`config.mk`:
```
export PLATFORM = sky130hd
export DESIGN_NAME = sar_result_fifo
export DESIGN_NICKNAME = d
export VERILOG_FILES = /design/src/rtl/sar_result_fifo.sv
export SDC_FILE = /design/constraint.sdc
export NUM_CORES = 1
export LEC_CHECK = 0
export ABC_AREA = 1
export CAP_MARGIN = 20
export CORE_MARGIN = 4
export CORE_UTILIZATION = 32
export CTS_CLUSTER_DIAMETER = 120
export DETAILED_ROUTE_END_ITERATION = 7
export SLEW_MARGIN = 15
export SYNTH_ARGS = -nofsm -noshare
export SYNTH_HDL_FRONTEND = slang
export SYNTH_SLANG_ARGS = --single-unit
```
`constraint.sdc`:
```
create_clock -name clk -period 3.8 [get_ports clk]
set_clock_uncertainty 0.1 [all_clocks]
set_input_delay 0.76 -clock clk [delete_from_list [all_inputs] [get_ports clk]]
set_output_delay 0.76 -clock clk [all_outputs]
set_load 0.01 [all_outputs]
```
`src/rtl/sar_result_fifo.sv`:
```
// sar_result_fifo: captures SAR conversion codes, averages 2^AVG_LOG2 samples,
// and queues results in a show-ahead FIFO with back-pressure and sticky overflow.
// Ports: clk, rest (sync active-high), conv_done/code in, rd_en in,
// rd_data/rd_valid/full/level/ovf/sar_ena out.
// Optional macro SAR_AVG_ROUND_EN selects round-half-up averaging.
module sar_result_fifo #(
  parameter int AVG_LOG2 = 2,
  parameter int DEPTH    = 4
) (
  input  logic       clk,
  input  logic       rest,
  input  logic       conv_done,
  input  logic [5:0] code,
  input  logic       rd_en,
  output logic [5:0] rd_data,
  output logic       rd_valid,
  output logic       full,
  output logic [3:0] level,
  output logic       ovf,
  output logic       sar_ena
);

  localparam int AW = 6 + AVG_LOG2;
  localparam int SW = (AVG_LOG2 > 0) ? AVG_LOG2 : 1;
  localparam int PW = (DEPTH > 1) ? $clog2(DEPTH) : 1;
  localparam logic [SW-1:0] SLAST = SW'((1 << AVG_LOG2) - 1);
  localparam logic [3:0] LDEPTH = 4'(DEPTH);
`ifdef SAR_AVG_ROUND_EN
  localparam logic [AW:0] RND = (AW+1)'((1 << AVG_LOG2) >> 1);
`else
  localparam logic [AW:0] RND = '0;
`endif

  logic [AW-1:0] acc_q, acc_d;
  logic [SW-1:0] scnt_q, scnt_d;
  logic [PW-1:0] wptr_q, wptr_d;
  logic [PW-1:0] rptr_q, rptr_d;
  logic [3:0]    level_q, level_d;
  logic          ovf_q, ovf_d;
  logic          ena_q, ena_d;
  logic [5:0]    rd_data_q, rd_data_d;
  logic [5:0]    mem_q [DEPTH];
  logic [5:0]    mem_d [DEPTH];

  logic [AW:0]   sum;
  logic [5:0]    res;
  logic          push;
  logic          pop;
  logic          push_ok;
  logic [3:0]    left;
  logic [PW-1:0] rptr_inc;

  // With AVG_LOG2=0 scnt is a constant 0 and every sample is the last one.
  always_comb begin
    sum  = {1'b0, acc_q} + (AW+1)'(code) + RND;
    res  = 6'(sum >> AVG_LOG2);
    push = conv_done && (scnt_q == SLAST);
    acc_d  = acc_q;
    scnt_d = scnt_q;
    if (conv_done) begin
      if (push) begin
        acc_d  = '0;
        scnt_d = '0;
      end else begin
        acc_d  = acc_q + AW'(code);
        scnt_d = scnt_q + SW'(1);
      end
    end
  end

  always_comb begin
    pop      = rd_en && (level_q != 4'd0);
    push_ok  = push && ((level_q != LDEPTH) || pop);
    left     = level_q - {3'b000, pop};
    rptr_inc = rptr_q + PW'(1);
    wptr_d   = wptr_q;
    rptr_d   = pop ? rptr_inc : rptr_q;
    mem_d    = mem_q;
    ovf_d    = ovf_q || (push && !push_ok);
    level_d  = left + {3'b000, push_ok};
    if (push_ok) begin
      mem_d[wptr_q] = res;
      wptr_d        = wptr_q + PW'(1);
    end
    ena_d = level_d < LDEPTH;
    // Head register: the new push lands directly when nothing else remains.
    rd_data_d = rd_data_q;
    if (left == 4'd0) begin
      if (push_ok) rd_data_d = res;
    end else if (pop) begin
      rd_data_d = mem_q[rptr_inc];
    end
  end

  always_ff @(posedge clk) begin
    if (rest) begin
      acc_q     <= '0;
      scnt_q    <= '0;
      wptr_q    <= '0;
      rptr_q    <= '0;
      level_q   <= '0;
      ovf_q     <= 1'b0;
      ena_q     <= 1'b0;
      rd_data_q <= '0;
      for (int i = 0; i < DEPTH; i++) mem_q[i] <= '0;
    end else begin
      acc_q     <= acc_d;
      scnt_q    <= scnt_d;
      wptr_q    <= wptr_d;
      rptr_q    <= rptr_d;
      level_q   <= level_d;
      ovf_q     <= ovf_d;
      ena_q     <= ena_d;
      rd_data_q <= rd_data_d;
      for (int i = 0; i < DEPTH; i++) mem_q[i] <= mem_d[i];
    end
  end

  assign rd_data  = rd_data_q;
  assign rd_valid = level_q != 4'd0;
  assign full     = level_q == LDEPTH;
  assign level    = level_q;
  assign ovf      = ovf_q;
  assign sar_ena  = ena_q;

endmodule

```
Word level (Yosys, flattened, before mapping)
Index checks and enable logic that the tools add are counted.
W data, S select, Z words.

storage, ports and cells
  flip-flop bits (word level) = 50

cells by class
  $add $sub $neg = 7
  magnitude comparators = 4
  equal/unequal tests = 4
  muxes and demuxes = 11
  bitwise operators = 2
  reductions and logical operators = 12

operators by type and width
  operator               count
  $mux W6                6
  $bwmux W24             1
  $add A8 B6 Y8          2
  $bmux W6 S2            1
  $demux W6 S2           1
  $mux W8                1
  $add A2 B1 Y2 const B  3
  $ge A3 B3 Y1 const B   2
  $not A2 Y3             2
  $logic_and A1 B1 Y1    5
  $add A4 B1 Y4          1
  $eq A4 B3 Y1 const B   1
  $logic_not A4 Y1       1
  $lt A4 B3 Y1 const B   1
  $ne A4 B3 Y1 const B   1
  $reduce_bool A4 Y1     1
  $sub A4 B1 Y4          1
  $lt A3 B1 Y1 const B   1
  $eq A2 B2 Y1 const B   1
  $logic_or A1 B1 Y1     2
  $mux W2                1
  $ne A2 B2 Y1 const B   1
  $reduce_and A2 Y1      1
  $reduce_bool A2 Y1     1
  $logic_not A1 Y1       1

Depth between registers and ports, before layout
  depth in word-level cells = 7
  depth in mapped cells = 14

Worst setup path before layout
No wires, ideal clock.

  path kind = input to register
  start point = in code[0]
  end point = reg rd_data_q[2], in the netlist rd_data[2]
  setup time = 117 ps
  arrival time = 2128 ps
  data required time = 3583 ps
  path slack = 1455 ps
  stages = 11
  path buffers = 0
  cells stage by stage = ha_1 -> fa_1 -> nand2_1 -> nand3_1 -> nand2_1 -> xor2_1 -> inv_1 -> nand2_1 -> nand2_1 -> nor2_1 -> nor2_1

between the ends
  longest elaborated chain between the ends = 3

ends and longest elaborated chain
  what                    line  RTL
  start: declaration      13    input logic [5:0] code,
  $add A8 B6 Y8           55    sum = {1'b0, acc_q} + (AW+1)'(code) + RND;
  $mux W6                 89    if (push_ok) rd_data_d = res;
  $mux W6                 88    if (left == 4'd0) begin
  end signal: assignment  114   rd_data_q <= rd_data_d;
  end: declaration        41    logic [5:0] rd_data_q, rd_data_d;

No other way between the ends. The select of a mux whose other input is x is not followed.
A chain may end at the register's enable or synchronous reset.

Worst setup path in the final report
  start point = reg level_q[2], in the netlist level[2]
  end point = out full

between the ends
  longest elaborated chain between the ends = 1

ends and longest elaborated chain
  what                      line  RTL
  start: declaration        38    logic [3:0] level_q, level_d;
  start signal: assignment  111   level_q <= level_d;
  $eq A4 B3 Y1              121   assign full = level_q == LDEPTH;
  end: declaration          17    output logic full,

No other way between the ends.

==> flow_summary.json <==
{
  "drt_total_wl_mm": 6.170,
  "cts_root_buffer": "sky130_fd_sc_hd__clkbuf_8",
  "grt_antenna_before_repair": 0,
  "io_buffer_count": 23,
  "row_count": 32,
  "synthDominantCellAreaShare": 0.3828,
  "die-height_um": 98.40,
  "power_density_over_cell_area_nw_per_um2": 653.6,
  "cp_cell_sequence": "inv_2 > nor4_1 > clkdlybuf4s50_1",
  "finalMaxSlewViolations": 0,
  "via_per_inst": 4.784,
  "global_route_wire_length_before_repair_mm": 10.32,
  "hold_fix_buffers_cts": 0,
  "placed_cell_count": 473,
  "finalSetupTns_ps": 0,
  "crit_fanout": 4,
  "top_count_cell_post_synth": "sky130_fd_sc_hd__nand2_1",
  "cts-root-to-sink-buffers": 2,
  "hold_slack_ps": 369.5,
  "synth_cell_types": 35,
  "synthDominantAreaCellType": "sky130_fd_sc_hd__dfxtp_1",
  "grt_max_degree": 19,
  "max_capacitance_violation_count": 0,
  "fin_area_um2": 3062,
  "grtUsageTotal": 0.1291,
  "firstDrtPassIters": 4,
  "numCtsBuffers": 5,
  "synth_async_sr_flop_share": 0,
  "finalNonFillerCells": 481,
  "count_of_nets_left_with_antenna_violations_after_detail_routing": 0,
  "period_share": 0.6973,
  "min-delay-path-class": "flip-flop to flip-flop",
  "grt_setup_unrepaired": "no",
  "numClockSinks": 50,
  "grt_overflow": 0,
  "slowest_cell_on_crit_path": "sky130_fd_sc_hd__clkdlybuf4s50_1",
  "final_count_of_hold_timing_violations": 0,
  "die-width_um": 98.40,
  "power.static_leakage_nw": 1.400,
  "cts_tree": "built",
  "placed_area_um2": 2952,
  "worst-endpoint-arrival_ps": 1790,
  "synthCells": 355,
  "vias": 2301,
  "postCtsSetupRepairBufs": 0,
  "netlist_top_cells_area": "sky130_fd_sc_hd__dfxtp_1, sky130_fd_sc_hd__nand2_1, sky130_fd_sc_hd__ha_1",
  "clock_tree.htree_level_count": 2,
  "route.detailed.drc": 0,
  "floorplan.die_area_um2": 9683,
  "yosysWarnings": 0,
  "average_wire_per_cell_in_the_routed_design_um": 12.83,
  "worstSetupPathType": "flip-flop to output pin",
  "hpwl_detailed_mm": 4.481,
  "seq_area_frac_synth": 0.3828,
  "setup_violations": 0,
  "max_freq_mhz": 377.4,
  "post_route_cells_drive_above_1_share": 0.09235,
  "design.core.area_um2": 7848,
  "min_period_ps": 2650,
  "place_worst_setup_slack_ps": 877.4,
  "dominantRegCellSynth": "sky130_fd_sc_hd__dfxtp_1",
  "yosys_register_bits": 50,
  "layout_setup_ws_ps": 1150,
  "status": "finished, final reports clean",
  "number_of_enable_type_register_cells_in_the_synthesized_netlist": 0,
  "antennaDiodeCount": 0,
  "worst-path-buf-inv": 2,
  "cell_area_after_synthesis_um2": 2615,
  "grt_pass1_vias": 2164,
  "vdd_ir_drop_max_mv": 0.1892,
  "critPathCaptureType": "output pin",
  "avgSynthCellArea_um2": 7.366,
  "max_slew_margin": 0.6502,
  "flow.area_growth_from_synthesis_pct": 17.08,
  "cp_top_family": "buffers and inverters",
  "rrSetupSlack_ps": 1670,
  "top_cell_types_by_occurrence_after_synthesis": "sky130_fd_sc_hd__nand2_1, sky130_fd_sc_hd__dfxtp_1, sky130_fd_sc_hd__inv_1",
  "path_clk_slew_ps": 90,
  "critical_path.max_stage_delay_ps": 620,
  "max_slew.worst_pin.slew_ps": 524.1,
  "worst_skew_pair.late_latency_ps": 300,
  "num-nets-final": 404,
  "start_util": 0.3332,
  "syn-num-nets": 381,
  "ios": 24,
  "timing.critical_path.required_ps": 2940,
  "gp_routability_congestion": 0.8408,
  "crit_path_start_kind": "flip-flop",
  "postCtsResizedCells": 0,
  "initialDrtViolationCount": 139
}
## sequential cells by signal, summed over array words and instances, names as in the netlist
name and count:
ovf 1, rd_data 6, acc_q 8, mem_q 24, rptr_q 2, sar_ena 1
level 4, scnt_q 2, wptr_q 2
## stage by stage
step,utilization,total power [W]
final,0.3901,0.002001
after global routing,0.3901,0.002144
after CTS,0.3901,0.002021
after detailed placement,0.3761,0.001648
after global placement,0.3761,0.001635
after floorplan,-,0.001333
## cells in the final DEF (no fill, tap or decap), types with 2 or more instances in the layout
cell / synthesis / final
sky130_fd_sc_hd__o22ai_1: 2 / 2
sky130_fd_sc_hd__a22o_1: 3 / 3
sky130_fd_sc_hd__a21oi_1: 33 / 33
sky130_fd_sc_hd__clkdlybuf4s50_1: 0 / 23
sky130_fd_sc_hd__nand2_2: 3 / 3
sky130_fd_sc_hd__nor2_1: 22 / 22
sky130_fd_sc_hd__o21ai_0: 27 / 27
sky130_fd_sc_hd__nor2_2: 6 / 6
sky130_fd_sc_hd__o211ai_1: 10 / 10
sky130_fd_sc_hd__buf_4: 0 / 3
sky130_fd_sc_hd__ha_1: 15 / 15
sky130_fd_sc_hd__clkbuf_8: 0 / 5
sky130_fd_sc_hd__xor2_1: 5 / 5
sky130_fd_sc_hd__nand2_1: 77 / 77
sky130_fd_sc_hd__nand3_1: 19 / 19
sky130_fd_sc_hd__inv_2: 5 / 5
sky130_fd_sc_hd__dfxtp_1: 50 / 50
sky130_fd_sc_hd__nand3_4: 2 / 2
sky130_fd_sc_hd__inv_1: 48 / 48
sky130_fd_sc_hd__nand2_4: 2 / 2
## power by group
group          internal (W)  switching [W]
Combinational      0.000374       0.000578
Sequential         0.000599      0.0000745
Clock              0.000197       0.000178
Total               0.00117       0.000831
## per-layer routing
metal,global-route usage,wire length (µm),vias to the layer above
met5,0,0,-
met4,0.04727,138,0
met3,0.01714,180,8
met2,0.2231,2968,40
met1,0.1635,2882,1058
li1,-,-,1195
## worst min-delay path: stages, from the launching register on
cell,delay (ps)
sky130_fd_sc_hd__dfxtp_1,320
sky130_fd_sc_hd__nand2_1,60
sky130_fd_sc_hd__a21oi_1,50
## final timing paths
kind	endpoint	depth (start not counted)	startpoint
hold reg to reg	rd_data[5]	2	rd_data[5]
setup reg to reg	sar_ena	11	level[1]
setup / recovery	full	3	level[2]
hold / removal	rd_data[5]	2	rd_data[5]
## cells by family (layout without fill, tap and decap cells)
family,after synthesis,in the layout,synth area share
AOI/OAI and AO/OA,79,79,0.1689
xor gates and xnor gates,6,6,0.02010
DFF,50,50,0.3828
adders and majority gates,16,16,0.07943
and+or+nand+nor,139,139,0.2522
buffers and inverters,65,89,0.09665
## cell type report
type	instances	area, µm²
inverters	55	209.0
repair buffers	26	252.7
fillers	852	4786
clock buffers	6	72.57
flip-flops and latches	50	1001
multi-input cells	240	1361
clock inverters	2	37.54
well taps	102	127.6
(Power assumes the default switching activity.)
